[config.mk]
export PLATFORM = sky130hd
export DESIGN_NAME = fetch_stage
export DESIGN_NICKNAME = d
export VERILOG_FILES = /design/src/rtl/fetch_stage.sv
export SDC_FILE = /design/constraint.sdc
export NUM_CORES = 1
export LEC_CHECK = 0
export ABC_AREA = 1
export ABC_CLOCK_PERIOD_IN_PS = 1900
export BUFFER_PORTS_ARGS = -buffer_cell sky130_fd_sc_hd__buf_2
export CORE_MARGIN = 8
export CORE_UTILIZATION = 50
export DETAILED_ROUTE_END_ITERATION = 10
export PLACE_DENSITY_LB_ADDON = 0.15
export SLEW_MARGIN = 10
export SYNTH_ARGS = -nofsm -noshare
export SYNTH_HDL_FRONTEND = slang
export SYNTH_SLANG_ARGS = --single-unit
[constraint.sdc]
create_clock -name clk -period 1.9 [get_ports clk]
set_input_delay 0.095 -clock clk [delete_from_list [all_inputs] [get_ports clk]]
set_output_delay 0.095 -clock clk [all_outputs]
set_load 0.005 [all_outputs]
[src/rtl/fetch_stage.sv]
// fetch_stage: single-issue instruction fetch with a stall buffer and branch redirect.
module fetch_stage (
  input  logic        clk,
  input  logic        reset,
  input  logic        stall,
  input  logic        branch_taken,
  input  logic [31:0] branch_target,
  output logic        imem_req,
  output logic [7:0]  imem_addr,
  input  logic [31:0] imem_rdata,
  input  logic        imem_ready,
  output logic [31:0] pc_out,
  output logic [31:0] ifid_instr,
  output logic [31:0] ifid_pc4,
  output logic        ifid_valid
);
  typedef enum logic [1:0] {IDLE, FETCH, HOLD} state_t;
  state_t state_q, state_d;
  logic [31:0] pc_q, pc_d, instr_q, instr_d, pc4_q, pc4_d, buf_q, buf_d;
  logic valid_q, valid_d;
  logic [31:0] pc_inc;
  assign pc_inc = pc_q + 32'd4;
  always_ff @(posedge clk or negedge reset) begin
    if (!reset) begin
      state_q <= IDLE;
      pc_q    <= '0;
      instr_q <= '0;
      pc4_q   <= '0;
      valid_q <= 1'b0;
      buf_q   <= '0;
    end else begin
      state_q <= state_d;
      pc_q    <= pc_d;
      instr_q <= instr_d;
      pc4_q   <= pc4_d;
      valid_q <= valid_d;
      buf_q   <= buf_d;
    end
  end
  always_comb begin
    state_d = state_q;
    pc_d    = pc_q;
    instr_d = instr_q;
    pc4_d   = pc4_q;
    valid_d = valid_q;
    buf_d   = buf_q;
    if (branch_taken) begin
      // redirect squashes IF/ID and any word parked during a stall
      pc_d    = branch_target & 32'hFFFF_FFFC;
      instr_d = '0;
      valid_d = 1'b0;
      buf_d   = '0;
      state_d = FETCH;
    end else begin
      case (state_q)
        IDLE: state_d = FETCH;
        FETCH: begin
          if (!stall && imem_ready) begin
            instr_d = imem_rdata;
            pc4_d   = pc_inc;
            valid_d = 1'b1;
            pc_d    = pc_inc;
          end else if (!stall) begin
            instr_d = '0;
            valid_d = 1'b0;
          end else if (imem_ready) begin
            buf_d   = imem_rdata;
            state_d = HOLD;
          end
        end
        HOLD: begin
          if (!stall) begin
            instr_d = buf_q;
            pc4_d   = pc_inc;
            valid_d = 1'b1;
            pc_d    = pc_inc;
            state_d = FETCH;
          end
        end
        default: state_d = IDLE;
      endcase
    end
  end
  assign imem_req   = (state_q == FETCH);
  assign imem_addr  = pc_q[7:0];
  assign pc_out     = pc_q;
  assign ifid_instr = instr_q;
  assign ifid_pc4   = pc4_q;
  assign ifid_valid = valid_q;
endmodule

### Word-level counts from Yosys, hierarchy flattened

Cells that the tools add are included.

| operators by class | value |
|---|---|
| $add $sub $neg | 1 |
| equal/unequal tests | 11 |
| muxes and demuxes | 25 |
| bitwise operators | 1 |
| reductions and logical operators | 13 |

Operator list:

| cell | count |
|---|---|
| $mux W32 | 12 |
| $pmux W32 S2 | 2 |
| $add A32 B3 Y32 const B | 1 |
| $reduce_and A4 Y1 | 3 |
| $mux W2 | 5 |
| $ne A3 B3 Y1 const B | 3 |
| $reduce_bool A2 Y1 | 4 |
| $ne A3 B2 Y1 const B | 2 |
| $pmux W2 S3 | 1 |
| $reduce_and A3 Y1 | 2 |
| $mux W1 | 4 |
| $ne A2 B2 Y1 const B | 2 |
| $ne A4 B3 Y1 const B | 1 |
| $reduce_bool A3 Y1 | 1 |
| $eq A2 B1 Y1 const B | 1 |
| $eq A2 B2 Y1 const B | 1 |
| $logic_not A2 Y1 | 1 |
| $ne A2 B1 Y1 const B | 1 |
| $pmux W1 S2 | 1 |
| $logic_and A1 B1 Y1 | 1 |
| $logic_not A1 Y1 | 1 |
| $not A1 Y1 | 1 |

| word-level totals | value |
|---|---|
| register bits | 131 |

### Logic depth before layout (Yosys ltp)

| logic depth | value |
|---|---|
| word-level depth | 5 |
| mapped depth | 9 |
| mapped depth without buffers | 9 |

### Least setup slack after synthesis

Ideal clock, no wire load.

| timing | value |
|---|---|
| kind | register to register |
| start point | register pc_q[2] (netlist: pc_out[2]) |
| end point | register pc4_q[22] (netlist: ifid_pc4[22]) |
| data arrival time | 1.272 ns |
| path slack | 0.509 ns |
| stages on the path, launching flop included | 9 |
| cell sequence | dfrtp_1 -> ha_1 -> nand2_1 -> nor2_4 -> nand2_2 -> nor2_2 -> nand3_1 -> nand3_1 -> nand2_1 |

| between the ends | value |
|---|---|
| word-level cells in the longest chain between the ends | 3 |

Ends and longest elaborated chain:

| what | RTL line | text |
|---|---|---|
| from (decl) | 19 | `logic [31:0] pc_q, pc_d, instr_q, instr_d, pc4_q, pc4_d, buf_q, buf_d;` |
| from (signal assigned) | 33 | `pc_q <= pc_d;` |
| $add A32 B3 Y32 * | 22 | `assign pc_inc = pc_q + 32'd4;` |
| $mux W32 (on tied branches) | 72, 58 |  |
| $pmux W32 S2 * | 55 | `case (state_q)` |
| to (signal assigned) | 35 | `pc4_q <= pc4_d;` |
| to (decl) | 19 |  |

Mark *: on every way between the ends. The rest lies on a longest branch, timed or not. The select of a mux whose other input is x is not followed.
A chain may end at the register's enable or synchronous reset.

### Final worst setup path

| timing | value |
|---|---|
| start point | register state_q[1] |
| end point | register pc4_q[28] (netlist: ifid_pc4[28]) |

| between the ends | value |
|---|---|
| word-level cells in the longest chain between the ends | 3 |

Ends and longest elaborated chain:

| what | RTL line | text |
|---|---|---|
| from (decl) | 18 | `state_t state_q, state_d;` |
| from (signal assigned) | 32 | `state_q <= state_d;` |
| $eq A2 B1 Y1 / $eq A2 B2 Y1 (equally long branches) | 55 |  |
| $ne A2 B1 Y1 (no source line), or another cell as far along | n/a |  |
| $reduce_and A4 Y1 (no source line) | n/a |  |

Several ways; a longest one is shown, not always the timed one.

==> results.cfg <==
[grt]
gr-usage-met1_pct = 26.3
grt_usage_pct = 22.7
grt_use_met2_pct = 38.8
grt_max_degree = 66
met3_usage_pct = 6.24
overflow = 0
grt_pass1_wl_um = 29800
first_global_vias = 6201
top_usage_layer = met2
antenna_found_initial = 0

[synthesis]
synth_top_flop_cell = dfrtp_1
synth-edff-count = 0
synth-seq-cells = 127
syn-mean-instance-area_um2 = 7.95
synth-async-reset-ratio_pct = 100
synth_area_leaders = dfrtp_1, nand2_1, nand3_1
synth-simple-area-share_pct = 27.8
synth_top_area_share_pct = 51.0
synth_xor_area_share_pct = 0.843
synth-compound-area-share_pct = 11.6
syn_area_um2 = 6230
yosys.cell_types.count = 30
yosysSeqAreaShare_pct = 51.0
synth_fa_ha_area_share_pct = 0.201
ys.warnings.count = 0
yosysTopAreaCell = dfrtp_1
synth_top_family_by_area = simple AND/OR/NAND/NOR gates
synth_cells = 784
muxShareOfSynthArea_pct = 0

[die]
core_um2 = 12100
rows = 40
start_util_pct = 51.4
dieArea_um2 = 16300
die_h_um = 128
pin_count = 175
die_width_um = 128

[critical_path]
required_ns = 2.25
startpoint = state_q[1]
end_kind = flip-flop
critical_path_arrival_ns = 2.03
r2r_start = state_q[1]
rr_worst_depth = 8
crit_type = flip-flop to flip-flop
cp-start-kind = flip-flop
crit_path_max_fanout = 28

[route]
drt_wl_total_um = 18200
drtAntennaViolNets = 0
viasPerCell = 5.22
vias = 6143
drt_pass1_iterations = 6
first_iter_violations = 509
route.detailed.drc = 0
wire_per_inst_um = 15.4

[clock_network]
clk_pin_slew_ns = 0.05
post_cts_buffers = 0
cts_buffers = 17
root_buffer = clkbuf_16
htree_levels = 4
cts_buffer_depth = 2
cts_tree = built
cts_sinks = 127
clk_latency_ns = 0.42

[final_layout]
area_delta_synth_final_pct = 34.4
layout.nets = 1065
finalInstanceArea_um2 = 8370
drive_gt1_share_pct = 22.7
final_common_cell = nand2_1
final_cell_mix = nand2_1, buf_2, dfrtp_1
final_util_pct = 69.1
fin_cells = 1177

[power]
power.leakage_nw = 4.26
finalPower_mw = 7.86
ir_drop_mv = 0.563
power_density_nw_per_um2 = 939

[place]
dp_hpwl_um = 12100
dpl_cell_area_um2 = 7190
port-buffer-count = 166
dp_cells = 1085
place.gp.congestion = 0.866

[timing]
fmax_ghz = 0.597
finalCriticalPeriod_ns = 1.68
worst_pin_slew_ns = 0.632
fin_crit_sh_pct = 88.2
finalHoldViolations = 0
rsz0062_at_grt = no
setup_violations = 0
slew_viol_final = 0
slew_headroom_pct = 57.9
fin_setup_tns_ns = 0
skew_ns = 0.00720

[job]
drv_cap = 0

[outcome]
status = complete, no violations

[worst_hold_path]
hold_path.class = primary input to flip-flop
hold_depth = 4
min_from = branch_target[19]
==> state kept, by name (all words and copies together), names as in the netlist <==
signal      count
buf_q          32
ifid_instr     32
ifid_pc4       30
ifid_valid      1
pc_out         30
state_q         2
==> stage by stage <==
stage          worst slack (ns)  hold WS [ns]
2_1_floorplan             0.509        -0.201
3_3_place_gp              0.334        0.0365
3_5_place_dp              0.282        0.0402
4_1_cts                   0.263       0.00188
5_1_grt                   0.102        0.0209
6_report                  0.224       0.00764
==> critical path: stages, from the launching register on <==
cell     delay [ns]
dfrtp_1        0.39
inv_1          0.08
nand2_2        0.09
nand2_1        0.09
nand2_2        0.09
a21oi_4        0.21
buf_4          0.36
nand3_1        0.20
nand2_1        0.09
==> logic make-up (layout without fill, tap and decap cells) <==
logic type               count (synthesis)  after routing
adder cells (fa/ha/maj)                  1              1
flip-flops                             127            127
buffers and inverters                  117            335
XOR/XNOR                                 6              6
AO/OA/AOI/OAI                          122            122
other                                    1              8
AND/OR/NAND/NOR                        410            410
==> layer usage <==
| metal | vias to the layer above | part of all wire (%) |
|---|---|---|
| li1 | 2962 | - |
| met1 | 2883 | 40 |
| met2 | 262 | 50 |
| met3 | 36 | 7.5 |
| met4 | 0 | 2.4 |
| met5 | - | 0 |
==> repair_timing <==
item	4_1_cts	5_1_grt
endpoints found under the hold margin	167	0
hold buffers	59	0
resized for setup	0	0
==> area by class of cell <==
type / count / area, um2
tap: 168 / 210
clock inverter: 6 / 80.1
clock buffer: 25 / 505
inverter: 63 / 236
antenna: 2 / 5.00
sequential: 127 / 3180
timing repair buffer: 241 / 1610
fill: 1005 / 3740
multi-input combinational: 545 / 2550
==> worst paths after layout <==
path | to | slack (ns)
max | ifid_pc4[28] | 0.22
min | pc_out[19] | 0.008
max reg2reg | ifid_pc4[28] | 0.22
min reg2reg | ifid_pc4[8] | 0.46
max in group asynchronous | pc_out[21] | 1.11
min in group asynchronous | pc_out[10] | 0.14
==> where the power goes <==
| group | leakage (nW) | switching [mW] | internal, mW |
|---|---|---|---|
| registers | 1.64 | 0.262 | 3.04 |
| clock network | 0.293 | 1.11 | 2.09 |
| logic | 2.33 | 0.745 | 0.608 |
| total | 4.26 | 2.12 | 5.74 |
==> synth_stat cells, types with 2 or more instances <==
library cell / instances
xnor2_1: 4
nand2_2: 6
buf_2: 21
o21ai_0: 62
dfrtp_1: 127
clkbuf_2: 3
nor2_2: 4
clkbuf_1: 13
nor2_1: 65
inv_2: 4
o21bai_1: 8
xor2_1: 2
buf_4: 16
nor2_4: 2
inv_1: 59
nand2_1: 213
a31oi_1: 32
a21boi_1: 12
o21ai_1: 3
nand3_1: 118
Power figures use the tool's default switching activity.
